--- src/rtl/piso_pkg.sv ---
// piso_pkg: shared definitions for the parallel-in/serial-out stage.
//   - piso_state_e : one-hot FSM states (ST_IDLE, ST_SHIFT, ST_PARITY)
//   - PISO_WIDTH_DEFAULT / PISO_IDLE_BIT_DEFAULT : parameter defaults
//   - even_parity() : XOR reduction of a (zero-extended) word
package piso_pkg;

  typedef enum logic [2:0] {
    ST_IDLE   = 3'b001,
    ST_SHIFT  = 3'b010,
    ST_PARITY = 3'b100
  } piso_state_e;

  localparam int unsigned PISO_WIDTH_DEFAULT    = 8;
  localparam logic        PISO_IDLE_BIT_DEFAULT = 1'b0;

  // Zero-extension does not change an XOR reduction, so any word up to
  // 32 bits can be passed in.
  function automatic logic even_parity(input logic [31:0] word);
    return ^word;
  endfunction

endpackage

--- src/rtl/piso_hold_buf.sv ---
// piso_hold_buf: one-entry holding register in front of the shifter.
// Ports:
//   clk, rst        clock, synchronous active-high reset
//   in_data         parallel word offered upstream
//   in_valid        in_data is valid
//   in_ready        buffer empty and not in reset (accept = in_valid && in_ready)
//   bypass          shifter is at a word boundary and takes the accepted word
//                   directly, so it must not be captured here
//   consume         shifter loads the held word at this edge
//   hold_data       held word
//   hold_valid      a word is held
module piso_hold_buf
  import piso_pkg::*;
#(
  parameter int unsigned WIDTH = PISO_WIDTH_DEFAULT
) (
  input  logic             clk,
  input  logic             rst,
  input  logic [WIDTH-1:0] in_data,
  input  logic             in_valid,
  output logic             in_ready,
  input  logic             bypass,
  input  logic             consume,
  output logic [WIDTH-1:0] hold_data,
  output logic             hold_valid
);

  logic             hold_valid_q, hold_valid_d;
  logic [WIDTH-1:0] hold_data_q, hold_data_d;
  logic             accept;

  assign in_ready   = !hold_valid_q && !rst;
  assign accept     = in_valid && in_ready;
  assign hold_data  = hold_data_q;
  assign hold_valid = hold_valid_q;

  // Accept only happens while empty, so capture and consume never collide.
  always_comb begin
    hold_valid_d = hold_valid_q;
    hold_data_d  = hold_data_q;
    if (consume) begin
      hold_valid_d = 1'b0;
    end
    if (accept && !bypass) begin
      hold_valid_d = 1'b1;
      hold_data_d  = in_data;
    end
  end

  always_ff @(posedge clk) begin
    if (rst) begin
      hold_valid_q <= 1'b0;
      hold_data_q  <= '0;
    end else begin
      hold_valid_q <= hold_valid_d;
      hold_data_q  <= hold_data_d;
    end
  end

endmodule

--- src/rtl/piso_serializer.sv ---
// piso_serializer: accepts WIDTH-bit words over valid/ready and emits them
// one bit per clock, MSB first, with a one-entry holding buffer so that
// back-to-back words stream without gaps. Drives IDLE_BIT when idle.
// Optional feature (macro PISO_PARITY_EN): one even-parity bit follows the
// LSB of every word, making the word period WIDTH+1.
// Ports:
//   clk, rst     clock, synchronous active-high reset
//   in_data      parallel word
//   in_valid     in_data valid
//   in_ready     stage can accept (= !hold_valid && !rst)
//   dout         registered serial bit
//   dout_valid   dout carries a word (or parity) bit
//   sof          dout is the MSB of a word
//
// state     | meaning
// ST_IDLE   | no word in flight, dout = IDLE_BIT
// ST_SHIFT  | shifting a word, cnt = bits remaining after the one shown
// ST_PARITY | parity bit shown (PISO_PARITY_EN only)
module piso_serializer
  import piso_pkg::*;
#(
  parameter int unsigned WIDTH    = PISO_WIDTH_DEFAULT,
  parameter logic        IDLE_BIT = PISO_IDLE_BIT_DEFAULT
) (
  input  logic             clk,
  input  logic             rst,
  input  logic [WIDTH-1:0] in_data,
  input  logic             in_valid,
  output logic             in_ready,
  output logic             dout,
  output logic             dout_valid,
  output logic             sof
);

  localparam int unsigned   CW       = $clog2(WIDTH);
  localparam logic [CW-1:0] CNT_LAST = CW'(WIDTH - 1);

  piso_state_e      state_q, state_d;
  logic [WIDTH-1:0] sh_q, sh_d;
  logic [CW-1:0]    cnt_q, cnt_d;
  logic             dout_q, dout_d;
  logic             dout_valid_q, dout_valid_d;
  logic             sof_q, sof_d;
`ifdef PISO_PARITY_EN
  logic             par_q, par_d;
`endif

  logic             hold_valid;
  logic [WIDTH-1:0] hold_data;
  logic             accept;
  logic             boundary;
  logic             consume;
  logic             load;
  logic [WIDTH-1:0] load_word;

  piso_hold_buf #(
    .WIDTH (WIDTH)
  ) u_hold_buf (
    .clk        (clk),
    .rst        (rst),
    .in_data    (in_data),
    .in_valid   (in_valid),
    .in_ready   (in_ready),
    .bypass     (boundary),
    .consume    (consume),
    .hold_data  (hold_data),
    .hold_valid (hold_valid)
  );

  assign accept    = in_valid && in_ready;
  // A held word always wins; in_ready is low whenever one is held.
  assign load_word = hold_valid ? hold_data : in_data;

  always_comb begin
    state_d      = state_q;
    sh_d         = sh_q;
    cnt_d        = cnt_q;
    dout_d       = dout_q;
    dout_valid_d = dout_valid_q;
    sof_d        = sof_q;
`ifdef PISO_PARITY_EN
    par_d        = par_q;
`endif
    boundary     = 1'b0;
    consume      = 1'b0;
    load         = 1'b0;

    case (state_q)
      ST_SHIFT: begin
        if (cnt_q != '0) begin
          sh_d         = sh_q << 1;
          dout_d       = sh_d[WIDTH-1];
          cnt_d        = cnt_q - CW'(1);
          dout_valid_d = 1'b1;
          sof_d        = 1'b0;
        end else begin
`ifdef PISO_PARITY_EN
          state_d      = ST_PARITY;
          dout_d       = par_q;
          dout_valid_d = 1'b1;
          sof_d        = 1'b0;
`else
          boundary     = 1'b1;
`endif
        end
      end
`ifdef PISO_PARITY_EN
      ST_PARITY: boundary = 1'b1;
`endif
      // ST_IDLE and any illegal encoding recover through a word boundary.
      default:   boundary = 1'b1;
    endcase

    if (boundary) begin
      if (hold_valid) begin
        consume = 1'b1;
        load    = 1'b1;
      end else if (accept) begin
        load    = 1'b1;
      end

      if (load) begin
        sh_d         = load_word;
        dout_d       = load_word[WIDTH-1];
        cnt_d        = CNT_LAST;
        sof_d        = 1'b1;
        dout_valid_d = 1'b1;
        state_d      = ST_SHIFT;
`ifdef PISO_PARITY_EN
        par_d        = even_parity(32'(load_word));
`endif
      end else begin
        dout_d       = IDLE_BIT;
        dout_valid_d = 1'b0;
        sof_d        = 1'b0;
        state_d      = ST_IDLE;
      end
    end
  end

  always_ff @(posedge clk) begin
    if (rst) begin
      state_q      <= ST_IDLE;
      sh_q         <= '0;
      cnt_q        <= '0;
      dout_q       <= IDLE_BIT;
      dout_valid_q <= 1'b0;
      sof_q        <= 1'b0;
`ifdef PISO_PARITY_EN
      par_q        <= 1'b0;
`endif
    end else begin
      state_q      <= state_d;
      sh_q         <= sh_d;
      cnt_q        <= cnt_d;
      dout_q       <= dout_d;
      dout_valid_q <= dout_valid_d;
      sof_q        <= sof_d;
`ifdef PISO_PARITY_EN
      par_q        <= par_d;
`endif
    end
  end

  assign dout       = dout_q;
  assign dout_valid = dout_valid_q;
  assign sof        = sof_q;

endmodule

--- config.mk ---
export PLATFORM = sky130hd
export DESIGN_NAME = piso_serializer
export DESIGN_NICKNAME = d
export VERILOG_FILES = /design/src/rtl/piso_pkg.sv /design/src/rtl/piso_hold_buf.sv /design/src/rtl/piso_serializer.sv
export SDC_FILE = /design/constraint.sdc
export NUM_CORES = 1
export LEC_CHECK = 0
export ABC_AREA = 0
export ABC_CLOCK_PERIOD_IN_PS = 1800
export CORE_MARGIN = 5
export CORE_UTILIZATION = 40
export CTS_CLUSTER_DIAMETER = 150
export DETAILED_ROUTE_END_ITERATION = 12
export GPL_TIMING_DRIVEN = 0
export PLACE_DENSITY = 0.72
export SLEW_MARGIN = 0
export SYNTH_ARGS = -nofsm -noshare
export SYNTH_HDL_FRONTEND = slang
export SYNTH_SLANG_ARGS = --single-unit
export TNS_END_PERCENT = 100
--- constraint.sdc ---
create_clock -name clk -period 1.8 [get_ports clk]
set_input_delay 0.27 -clock clk [delete_from_list [all_inputs] [get_ports clk]]
set_output_delay 0.27 -clock clk [all_outputs]
set_load 0.02 [all_outputs]
==> out/results.txt <==
# diodes -> 0
CP bufs+invs -> 3
main flop type after synthesis -> dfxtp_1
Post-synth EDFFs -> 0
via/cell ratio -> 5.28
Synth top area share -> 36.8%
Synthesized Nets -> 138
DRC -> 0
WHS -> 0.488 ns
most common cell after layout, fill and taps aside -> dfxtp_1
Synth Cell Area -> 1310 sq um
CP max-delay cell -> dfxtp_2
worst vdd ir -> 0.446 mV
Post-synth ARST share -> 0%
router iterations before antenna repair -> 4
first-pass GRT wire length -> 4750 um
#FFs+latches synth -> 24
Area contributors post-synth -> dfxtp_1, nand2b_1, o41ai_2, mux2i_1, a211oi_1
slew at the pin with the worst max-slew slack -> 0.571 ns
All-Layer GR Usage -> 13.7%
FMAX -> 0.583 GHz
Final ANT Viol Nets -> 0
worst-path cell chain -> buf_4 -> buf_6 -> nor2_1 -> dlygate4sd2_1
syn avg cell area -> 10.4 sq um
Pwr Density -> 716 nW/um^2
final setup vio count -> 0
final instance area -> 1550 sq um
Clock Pin Slew Worst Setup and Hold Paths -> 0.13 ns
post-synthesis sequential area ratio -> 36.8%
Worst Hold Path Cells -> 2
Site Rows -> 20
post-synth cell types -> 31
post-layout min period -> 1.72 ns
Starting Density -> 42.1%
Sinks on Clock Net -> 24
remaining global-route overflow -> 0
Max Cap Viol -> 0
Port Buf Inserts -> 14
critical path depth -> 4
Clock Tree Root -> clkbuf_4
Critical Path Start Type -> flop
Layout Nets -> 156
routed metal-1 wirelength -> 1370 um
metal3 WL -> 133 um
Final GP Congestion -> 0.767
Wirelength per Cell -> 14.8 um
Pwr Total -> 1.11 mW
Top Metal Used -> met4
H-tree depth -> 1
CP Class -> reg -> out
Die H -> 67.1 um
Setup Buffers After CTS -> 0
layout cells sized above 1 -> 18.3%
CP endpoint kind -> output pin
total negative slack -> 0 ns
CTS tree -> done
placed cell area -> 1500 sq um
CP Max Fanout -> 10
Die X -> 67.1 um
period utilization -> 95.3%
Final Hold Vio Count -> 0
antenna violations before repair -> 0
synthesis-to-finish area growth -> 18.9%
CTS buffer count -> 3
WL met2 -> 1240 um
clock skew -> 0.00585 ns
Syn Inst Count -> 125
largest net degree at the start of global routing -> 20
worst-skew pair later-pin latency -> 0.32 ns
Worst path max stage delay -> 0.37 ns
IO Count -> 15
R2R depth -> 5
outcome -> finished clean
area leader, netlist -> dfxtp_1
Core Region -> 3100 sq um
CP delay by family, top -> buffers and inverters
Worst Path Arrival -> 1.45 ns
Pleak -> 0.596 nW
max-slew violation count -> 0
Util after Layout -> 50.0%
CP required -> 1.53 ns
vias -> 982
post-DP HPWL -> 2020 um
synth warn -> 0
relative slew slack -> 61.9%
RSZ-0062 raised after global routing -> false
final WL -> 2750 um
clk buf depth -> 2
hold crit path type -> reg -> reg
most frequent cells in the layout -> dfxtp_1, nand2b_1, clkdlybuf4s50_1
die area -> 4510 sq um
number of global-route vias before repair -> 1006
DR iter-0 viols -> 22
stage by stage:
stage	setup WS, ns	cells
finish	0.0840	186
global route	0.00619	186
CTS	0.00794	186
detailed placement	-0.475	183
global placement	-0.435	183
floorplan	0.374	125
synth_stat cells (3+ instances only):
library cell	number
and3b_1	7
mux2i_1	8
a211oi_1	9
nor3_1	3
nand4b_1	6
buf_6	3
inv_1	4
clkbuf_1	3
nor2b_1	8
nand2b_1	18
dfxtp_1	24
buf_2	3
o41ai_2	6
cell type report:
class	instances	area [sq um]
fill	307	1550
multi-input combinational	87	742
sequential	24	482
timing repair buffer	14	139
buffer	9	66.3
tap	44	55.1
clock inverter	1	30.0
clock buffer	3	22.5
inverter	4	15.0
final timing paths:
check                                                           from                                    to  slack (ns)
worst min-delay path            u_hold_buf.hold_data[4]$_SDFFE_PP0P_  u_hold_buf.hold_data[4]$_SDFFE_PP0P_        0.49
worst max register to register                   cnt_q[0]$_SDFF_PP0_                    sh_q[5]$_SDFF_PP0_        0.19
worst max-delay path              u_hold_buf.hold_valid$_SDFFE_PP0P_                              in_ready        0.08
worst min register to register  u_hold_buf.hold_data[4]$_SDFFE_PP0P_  u_hold_buf.hold_data[4]$_SDFFE_PP0P_        0.49
where the power goes:
part	internal, mW	switching (mW)	leakage (nW)
clock network	0.225	0.165	0.0279
logic	0.0835	0.0782	0.372
registers	0.549	0.0108	0.196
total	0.858	0.254	0.596
per-layer routing:
metal | global-route usage [%] | vias to the layer above
met5 | 0 | -
met4 | 1.52 | 0
met3 | 4.55 | 2
met2 | 21.3 | 19
met1 | 19.0 | 468
li1 | - | 493
sequential cells by signal, indices dropped and copies added (netlist names):
register and count:
sh_q 7, sof 1, dout 1, u_hold_buf.hold_data 8, u_hold_buf.hold_valid 1, state_q 2, cnt_q 3, dout_valid 1
tightest hold or removal path: cells and delay by family (launching register included):
kind	cells	cell delay, ns
multiplexers	1	0.05
flip-flops	1	0.34
AND/OR/NAND/NOR	1	0.06
cells by family after synthesis:
logic type               count (synthesis)  synth area share [%]
AND/OR/NAND/NOR                         53                  30.0
AO/OA/AOI/OAI                           24                  18.8
flip-flops                              24                  36.8
buffers and inverters                   14                  6.33
multiplexers                             8                  6.14
adder cells (fa/ha/maj)                  2                  1.92
repair_timing:
action | 4_1_cts | 5_1_grt
hold buffers | 0 | 0
resized for setup | 1 | 2
endpoints found under the setup margin | 1 | 1
Power figures use the tool's default switching activity.
